[src/rtl/seq_counter.sv]
// seq_counter: enabled counter with runtime-selectable up/down/Gray/LFSR sequence, load and wrap pulse
module seq_counter #(
  parameter int WIDTH = 3,
  parameter int MOD = 6,
  parameter logic [WIDTH-1:0] TAPS = 3'b110
) (
  input  logic             clk,
  input  logic             clear,
  input  logic             en,
  input  logic             load,
  input  logic [WIDTH-1:0] load_val,
  input  logic [1:0]       mode,
  output logic [WIDTH-1:0] q,
  output logic             tc,
  output logic             wrap
);
  localparam logic [WIDTH-1:0] LAST = WIDTH'(MOD - 1);
  localparam logic [WIDTH:0]   MODW = (WIDTH + 1)'(MOD);
  localparam logic [WIDTH-1:0] TOP  = {1'b1, {(WIDTH - 1){1'b0}}};
  localparam logic [WIDTH-1:0] ONE  = WIDTH'(1);
  function automatic logic [WIDTH-1:0] gray2bin(input logic [WIDTH-1:0] g);
    logic [WIDTH-1:0] b;
    b[WIDTH-1] = g[WIDTH-1];
    for (int i = WIDTH - 2; i >= 0; i--) b[i] = b[i+1] ^ g[i];
    return b;
  endfunction
  logic [WIDTH-1:0] inc, nxt;
  always_comb begin
    inc = gray2bin(q) + ONE;
    nxt = mode == 2'd0 ? (q >= LAST ? '0 : q + ONE)
        : mode == 2'd1 ? ((q == '0 || {1'b0, q} >= MODW) ? LAST : q - ONE)
        : mode == 2'd2 ? (inc ^ (inc >> 1))
        : (q == '0 ? ONE : {q[WIDTH-2:0], ^(q & TAPS)});
    tc = mode == 2'd0 ? (q == LAST) : mode == 2'd1 ? (q == '0) : (q == TOP);
  end
  always_ff @(posedge clk) begin
    if (clear) begin
      q <= '0;
      wrap <= 1'b0;
    end else if (load) begin
      q <= load_val;
      wrap <= 1'b0;
    end else if (en) begin
      q <= nxt;
      wrap <= tc;
    end else begin
      wrap <= 1'b0;
    end
  end
endmodule

[config.mk]
export PLATFORM = sky130hd
export DESIGN_NAME = seq_counter
export DESIGN_NICKNAME = d
export VERILOG_FILES = /design/src/rtl/seq_counter.sv
export SDC_FILE = /design/constraint.sdc
export NUM_CORES = 1
export LEC_CHECK = 0
export ABC_AREA = 1
export BUFFER_PORTS_ARGS = -buffer_cell sky130_fd_sc_hd__buf_2
export CAP_MARGIN = 5
export CORE_MARGIN = 2
export CORE_UTILIZATION = 40
export CTS_CLUSTER_DIAMETER = 200
export DETAILED_ROUTE_END_ITERATION = 8
export HOLD_SLACK_MARGIN = 0.06
export SYNTH_ARGS = -nofsm -noshare
export SYNTH_HDL_FRONTEND = slang
export SYNTH_SLANG_ARGS = --single-unit
[constraint.sdc]
create_clock -name clk -period 2.5 [get_ports clk]
set_clock_uncertainty 0.05 [all_clocks]
set_input_delay 0 -clock clk [delete_from_list [all_inputs] [get_ports clk]]
set_output_delay 0 -clock clk [all_outputs]
set_load 0.01 [all_outputs]
* After elaboration in Yosys (flattened, before gate mapping) *
Cells that the tools add are included.

operators by class
  add/subtract/negate cells = 3
  magnitude comparators = 2
  eq/ne operators = 4
  mux-type cells = 10
  bitwise gates (word level) = 4
  reduce and logical (&&, ||, !) cells = 6

operators with widths
  kind                                                      number
  two-way mux 3 bit                                         8
  adder 3 x 1 -> 3 bit, second input constant               2
  == test 3 bit, second input constant                      2
  greater-or-equal comparator 3 bit, second input constant  2
  logical NOT 3 bit                                         1
  OR reduction 3 bit                                        1
  XOR reduction 3 bit                                       1
  subtractor 3 x 1 -> 3 bit, second input constant          1
  XOR 3 x 2 -> 3 bit                                        1
  == test 2 x 1 -> 1 bit, second input constant             1
  == test 2 bit, second input constant                      1
  logical NOT 2 bit                                         1
  two-way mux 1 bit                                         2
  nonzero test 2 bit                                        1
  XOR 1 bit                                                 2
  logical OR 1 bit                                          1
  inverter 1 bit                                            1

storage, ports and cells
  bits in registers = 4
  input bits = 9
  logic and storage cells = 31

* Depth between registers and ports, before layout *
Gate-level depths: netlist of the first run.

  depth after elaboration = 9
  mapped depth = 10

* Worst setup path after synthesis of the first run *
OpenSTA, ideal clock, no wires.

  path kind = register to register
  start = register q[0]
  end = register with a tool-made name
  setup time = 0.070 ns
  arrival = 1.357 ns
  slack = 1.023 ns
  cell stages (with the launch flop) = 8
  path buffers = 0
  period minus slack after synthesis = 1.477 ns
  path through = dfxtp_1 > inv_1 > ha_1 > nor3_1 > nand2_1 > nand4_1 > nand2_1 > a21oi_1

RTL lines
  what                    RTL line  RTL
  from (decl)             13        output logic [WIDTH-1:0] q,
  from (signal assigned)  41        q <= load_val;
  from (signal assigned)  44        q <= nxt;

==> impl_results.md, run 1 <==
- Register-to-register setup slack: 0.81 ns
- Overall die height: slightly above 40 µm
- Hold wc startpoint: load_val[1]
- Number of vias per cell: ~4.8
- Share of the synthesized area in the top cell type: a little under a fifth
- Fill cells: 140
- Count of cell types in the netlist: 20
- Die width: 40.46 µm
- Effective utilization at floorplan: a little over two fifths
- Count of non-filler cells in the finished layout: 120
- Worst slew margin: roughly 80%
- PwrDens: approximately 420 nW/µm²
- Number of gates given a new drive strength after cts: 0
- Final Setup Violations: 0
- Footprint of the multi-input gates: about 380 µm²
- # IOs: 14
- Sequential Area: between 80 and 90 µm²
- Number of cells after detailed placement: 114
- Portion of the clock cycle consumed by the worst path in the final layout: 67.77%
- Worst-skew pair later-pin latency: between 0.2 and 0.25 ns
- Number of nets still failing antenna checks after routing: 0
- Max Clock Freq: slightly below 600 MHz
- Fin. Hold Viols: 0
- DRC Markers: 0
- Kind of critical path: reg -> reg
- Antenna violations before repair: 0
- Capturing element type of the critical path: register
- TritonCTS clock tree: built
- Delay of the slowest cell on the worst path: roughly 0.47 ns
- Number of warning messages in the yosys log: 0
- Worst slack at placement: approximately 0.82 ns
- Setup bufs post-CTS: 0
- Relative area change from synthesis to final layout: 22.82%
- Reg2reg path depth: 10
- Wire length of the first global-routing pass: between 2 and 2.5 mm
- Core utilization of the finished layout: between 50 and 60%
- Row count: 13
- Detailed Place HPWL: around 980 µm
- Number of buffers inserted during clock tree synthesis: 3
- Via total after detailed routing: between 500 and 600
- Worst hold path class: in -> reg
- Clock transition at the registers of the reported paths: 0.04 ns
- Maximum number of pins on one net before global-route repair: 11
- Required time worst endpoint: roughly 2.6 ns
- Total gr overflow: 0
- H-Tree Depth: 1
- Post-route setup slack: just over 0.8 ns
- Cell Chain, Critical Path: inv_1 -> ha_1 -> inv_1 -> nor2_2 -> nor2_2 -> nand2_1 -> nand2_1 -> nand3_1 -> nand2_1 -> a21oi_1
- Synthesized instance count: between 80 and 90
- Transition at the pin with the smallest max-transition slack: between 0.3 and 0.4 ns
- Proportion of layout cells with a drive suffix above 1: 26.67%
- Instance count along the most critical hold path: 4
- Critical-path cell with the highest stage delay: sky130_fd_sc_hd__dfxtp_1
- Router iterations before antenna repair: 4
- Unrepaired setup endpoints after global routing: no
- Arr. time, crit path: 1.77 ns
- Core ar.: 1269 µm²
- Crit path time final: roughly 1.7 ns
- Worst Path Buf+Inv: 2
- Static leakage power: 0.3672 nW
- Maximum Capacitance Violations: 0
- Buffers from clock root to sink, at most: 2
- Leading cell type in the layout, fill and taps excluded: sky130_fd_sc_hd__nand2_1
- Kind of cell adding the most delay to the critical path: simple AND/OR/NAND/NOR gates
- Syn avg cell area: slightly above 6 µm²
- TNS Setup: 0 ns
- Placer's final routability congestion estimate: just over 0.8
- Clk root buf: sky130_fd_sc_hd__clkbuf_4
- Clock sink total: 4
- I/O Buffers: 13
- Startpoint type of the worst setup path: register
- Sequential fraction of the synthesis area: between 10% and 20%
- Post-DR wirelength/cell: roughly 11 µm
- CTS Hold Buffers Added: 3
- Gr usage total: about a fifth
- PnR Total Power: 271.4 µW
- Library cell with the largest summed area after synthesis: sky130_fd_sc_hd__nand2_1
- Critical R2R Launch: q[0]
- Netlist Area Pre-Place: about 530 µm²
- Biggest fanout along the worst timing path: 7
- Run status: completed
- Top area cells in the synthesized netlist: sky130_fd_sc_hd__nand2_1, sky130_fd_sc_hd__ha_1, sky130_fd_sc_hd__dfxtp_1, sky130_fd_sc_hd__nand3_1, sky130_fd_sc_hd__inv_1
- Post-layout net count: approximately 120
- Synth Net Count: between 100 and 150
- Commonest cells after routing, fill and taps aside: sky130_fd_sc_hd__nand2_1, sky130_fd_sc_hd__buf_2, sky130_fd_sc_hd__inv_1, sky130_fd_sc_hd__nand3_1, sky130_fd_sc_hd__ha_1
- Via count of the first global-routing pass: a little over 500
- Total Die Area: roughly 1600 µm²
- Max-slew violation count: 0
- Total Routed Length: 1.304 mm
- Dominant cell type by count on the critical path: sky130_fd_sc_hd__nand2_1
- First-iteration detailed-routing DRC count: 20
- Ant. Diodes: 0
- Synthesized flop and latch total: 4
- Worst ir drop on vdd: 0.2852 mV
per-layer routing:
metal  routed length [µm]  vias up  GRT usage [%]  part of all wire [%]
met1                  619      249          24.35                    47
met3                   52        0          6.667                   4.0
met2                  632       14          31.75                    48
met5                    0        -              0                     0
li1                     -      310              -                     -
met4                    0        0          2.500                     0
power breakdown:
| part | leakage, nW | switching, mW | total (mW) | internal [mW] |
|---|---|---|---|---|
| registers | 0.0331 | 0.00990 | 0.0789 | 0.0690 |
| clock network | 0.0138 | 0.0284 | 0.0823 | 0.0538 |
| logic | 0.320 | 0.0639 | 0.110 | 0.0463 |
| total | 0.367 | 0.102 | 0.271 | 0.169 |
stage by stage:
| stage | cell area (µm²) | hold WS (ns) |
|---|---|---|
| finish | 653.1 | 0.07492 |
| global route | 653.1 | 0.09412 |
| CTS | 653.1 | 0.06151 |
| detailed placement | 600.6 | 0.1220 |
| global placement | 600.6 | 0.1199 |
| floorplan | 531.8 | 0.01907 |
synth_stat cells:
| master | n |
|---|---|
| sky130_fd_sc_hd__nand2_2 | 2 |
| sky130_fd_sc_hd__dfxtp_1 | 4 |
| sky130_fd_sc_hd__nor2_1 | 4 |
| sky130_fd_sc_hd__nand2_1 | 26 |
| sky130_fd_sc_hd__xnor2_1 | 1 |
| sky130_fd_sc_hd__nand4_1 | 1 |
| sky130_fd_sc_hd__inv_2 | 3 |
| sky130_fd_sc_hd__a21oi_1 | 5 |
| sky130_fd_sc_hd__inv_1 | 9 |
| sky130_fd_sc_hd__nor2_2 | 4 |
| sky130_fd_sc_hd__or2_2 | 1 |
| sky130_fd_sc_hd__ha_1 | 7 |
| sky130_fd_sc_hd__nand3_1 | 8 |
| sky130_fd_sc_hd__a21oi_2 | 1 |
| sky130_fd_sc_hd__o21ai_1 | 2 |
| sky130_fd_sc_hd__a21o_1 | 1 |
| sky130_fd_sc_hd__buf_6 | 2 |
| sky130_fd_sc_hd__o21ai_0 | 4 |
| sky130_fd_sc_hd__xor2_1 | 1 |
| sky130_fd_sc_hd__nor3_1 | 1 |
kinds of logic after synthesis:
| group | share of synthesized area [%] |
|---|---|
| AO/OA/AOI/OAI | 13.41 |
| adder cells (fa/ha/maj) | 16.47 |
| XOR/XNOR | 3.295 |
| buffers and inverters | 12.70 |
| flip-flops | 15.06 |
| AND/OR/NAND/NOR | 39.06 |
worst reg2reg max path: stages, from the launching register on:
cell and delay (ns):
sky130_fd_sc_hd__dfxtp_1 0.47, sky130_fd_sc_hd__inv_1 0.18, sky130_fd_sc_hd__ha_1 0.25, sky130_fd_sc_hd__inv_1 0.08, sky130_fd_sc_hd__nor2_2 0.04, sky130_fd_sc_hd__nor2_2 0.18, sky130_fd_sc_hd__nand2_1 0.08, sky130_fd_sc_hd__nand2_1 0.06
sky130_fd_sc_hd__nand3_1 0.07, sky130_fd_sc_hd__nand2_1 0.07, sky130_fd_sc_hd__a21oi_1 0.06
worst max-delay path by stage:
| stage | start | end | slack (ns) | cells after the start |
|---|---|---|---|---|
| after floorplan | q[0] | register | 1.02 | 7 |
| after global placement | q[0] | register | 0.78 | 10 |
| after detailed placement | q[0] | register | 0.82 | 10 |
| after CTS | q[0] | register | 0.81 | 10 |
| after global routing | q[0] | register | 0.65 | 10 |
| final | q[0] | register | 0.81 | 10 |
layout make-up:
cell class                      count  share of cell area, %
Inverter                           12                  6.897
Sequential cell                     4                  12.26
Clock buffer                        3                  3.448
Multi-Input combinational cell     69                  58.81
Timing Repair Buffer               17                  15.71
Tap cell                           15                  2.874
No activity file was read; power rests on OpenSTA's default activity.
==> run 2: changes to the inputs <==
- clock period: 2.5 -> 1.7 ns (I/O delays scaled with it)
==> run 2 against run 1 <==
Register-to-register slack lost 0.57 ns. First-iteration DRC count shrank 60%. Non-clock buffer count grew 1. Clock-buffer cell count is the same.
==> impl_results.md, run 2 (synthesized netlist as in run 1, its figures left out) <==
- Met3 Usage GRT: between 6 and 7%
- Relative area change from synthesis to final layout: 24.47%
- Worst-skew pair later-pin latency: approximately 0.23 ns
- Router iterations before antenna repair: 4
- Portion of the clock cycle consumed by the worst path in the final layout: between 80% and 90%
- PwrDens: slightly below 600 nW/µm²
- Setup bufs post-CTS: 0
- Fraction of met2 tracks used by global routing: about a quarter
- Worst Path Buf+Inv: 3
- Fill cells: around 140
- Static leakage power: 0.3725 nW
- Biggest fanout along the worst timing path: 6
- Run status: completed
- Clock transition at the registers of the reported paths: approximately 0.04 ns
- Worst slew margin: between 70% and 80%
- Reg2reg path depth: 8
- Gr usage total: approximately 18%
- Critical-path cell with the highest stage delay: sky130_fd_sc_hd__dfxtp_1
- Via count of the first global-routing pass: between 400 and 500
- Kind of critical path: reg -> out
- Placed cell areas: 608.1 µm²
- Fin Hold WS: a little under 0.09 ns
- Register-to-register setup slack: 0.24 ns
- Delay of the slowest cell on the worst path: 0.30 ns
- Fin. Hold Viols: 0
- Max Clock Freq: around 680 MHz
- Ant. Diodes: 0
- Total gr overflow: 0
- Number of nets still failing antenna checks after routing: 0
- Required time worst endpoint: ~1.7 ns
- Startpoint type of the worst setup path: register
- Global Route met1 Usage: about 25%
- Leading cell type in the layout, fill and taps excluded: sky130_fd_sc_hd__nand2_1
- Capturing element type of the critical path: primary output
- Die width: approximately 40 µm
- TritonCTS clock tree: built
- Core ar.: 1269 µm²
- Post-DR wirelength/cell: approximately 10 µm
- Max-slew violation count: 0
- Dominant cell type by count on the critical path: sky130_fd_sc_hd__inv_1
- Row count: 13
- Overall die height: 40.46 µm
- Number of cells after detailed placement: between 100 and 150
- Total Routed Length: around 1.2 mm
- Instance count along the most critical hold path: 4
- Hold wc startpoint: load_val[1]
- I/O Buffers: 13
- Placer's final routability congestion estimate: between 0.8 and 0.9
- DRC Markers: 0
- Worst slack at placement: around 0.16 ns
- Detailed Place HPWL: roughly 960 µm
- Effective utilization at floorplan: between 40% and 50%
- # IOs: 14
- Cell Chain, Critical Path: inv_1 -> ha_1 -> inv_1 -> a21oi_1 -> o21ai_0 -> nand2_1 -> buf_2
- Post-route setup slack: approximately 0.23 ns
- Wire length of the first global-routing pass: around 1.9 mm
- Proportion of layout cells with a drive suffix above 1: between 20 and 30%
- Unrepaired setup endpoints after global routing: no
- Busiest layer in global routing: met2
- Count of non-filler cells in the finished layout: about 120
- Clk root buf: sky130_fd_sc_hd__clkbuf_4
- Final Setup Violations: 0
- Maximum Capacitance Violations: 0
- TNS Setup: 0 ns
- Number of buffers inserted during clock tree synthesis: 3
- Summed area of non-filler cells in the final layout: 661.9 µm²
- First-iteration detailed-routing DRC count: 8
- Buffers from clock root to sink, at most: 2
- Arr. time, crit path: between 1 and 1.5 ns
- Number of vias per cell: 4.686
- Maximum number of pins on one net before global-route repair: 11
- Via total after detailed routing: roughly 570
- Transition at the pin with the smallest max-transition slack: about 0.39 ns
- Antenna violations before repair: 0
- Worst ir drop on vdd: between 0.3 and 0.4 mV
- Clock sink total: 4
- Worst hold path class: in -> reg
- Commonest cells after routing, fill and taps aside: sky130_fd_sc_hd__nand2_1, sky130_fd_sc_hd__buf_2, sky130_fd_sc_hd__inv_1, sky130_fd_sc_hd__nand3_1, sky130_fd_sc_hd__ha_1
- Kind of cell adding the most delay to the critical path: buffers and inverters
- Crit path time final: 1.474 ns
- Total Die Area: 1637 µm²
- H-Tree Depth: 1
- Post-layout net count: around 120
## run 2: cell count changes in the layout (fill, tap and decap cells not counted), sizes merged
cell	previous run	this run
buf	14	15
## run 2: through the flow
step / power, mW / util (%)
after floorplan: 0.2314 / -
after global placement: 0.2762 / 47.93
after detailed placement: 0.2751 / 47.93
after CTS: 0.3989 / 52.07
after global routing: 0.4421 / 52.17
final: 0.3951 / 52.17
## run 2: repair_timing
| action | 4_1_cts | 5_1_grt |
|---|---|---|
| hold buffers | 3 | 0 |
| resized for setup | 0 | 1 |
| setup endpoints to repair | 0 | 1 |
| hold endpoints to repair | 4 | 0 |
## run 2: power breakdown
group          total, mW  switching (mW)  internal [mW]  leakage, nW
clock              0.115          0.0364         0.0788       0.0138
sequential         0.114          0.0117          0.102       0.0333
combinational      0.166          0.0958         0.0703        0.325
total              0.395           0.144          0.251        0.373
## run 2: metal layers
layer | vias up | routed length (µm)
met5 | - | 0
met4 | 0 | 0
met3 | 0 | 45
met2 | 16 | 561
met1 | 238 | 616
li1 | 313 | -
## run 2: final cells by class
| class | instances | area (µm²) | share of cell area, % |
|---|---|---|---|
| Clock buffer | 3 | 22.52 | 3.403 |
| Inverter | 12 | 45.04 | 6.805 |
| Multi-Input combinational cell | 69 | 384.1 | 58.03 |
| Sequential cell | 4 | 81.33 | 12.29 |
| Tap cell | 15 | 18.77 | 2.836 |
| Timing Repair Buffer | 18 | 110.1 | 16.64 |
## run 2: worst max-delay path by stage
stage | start | cells after the start | end
finish | q[0] | 7 | tc
global route | q[0] | 7 | tc
CTS | register | 7 | tc
detailed placement | register | 10 | register
global placement | register | 10 | register
floorplan | q[0] | 7 | register
## run 2: worst min-delay path, delay by kind of cell
family	cells	cell delay, ns
buffers and inverters	1	0.07
and+or+nand+nor	2	0.15
AOI/OAI and AO/OA	1	0.11
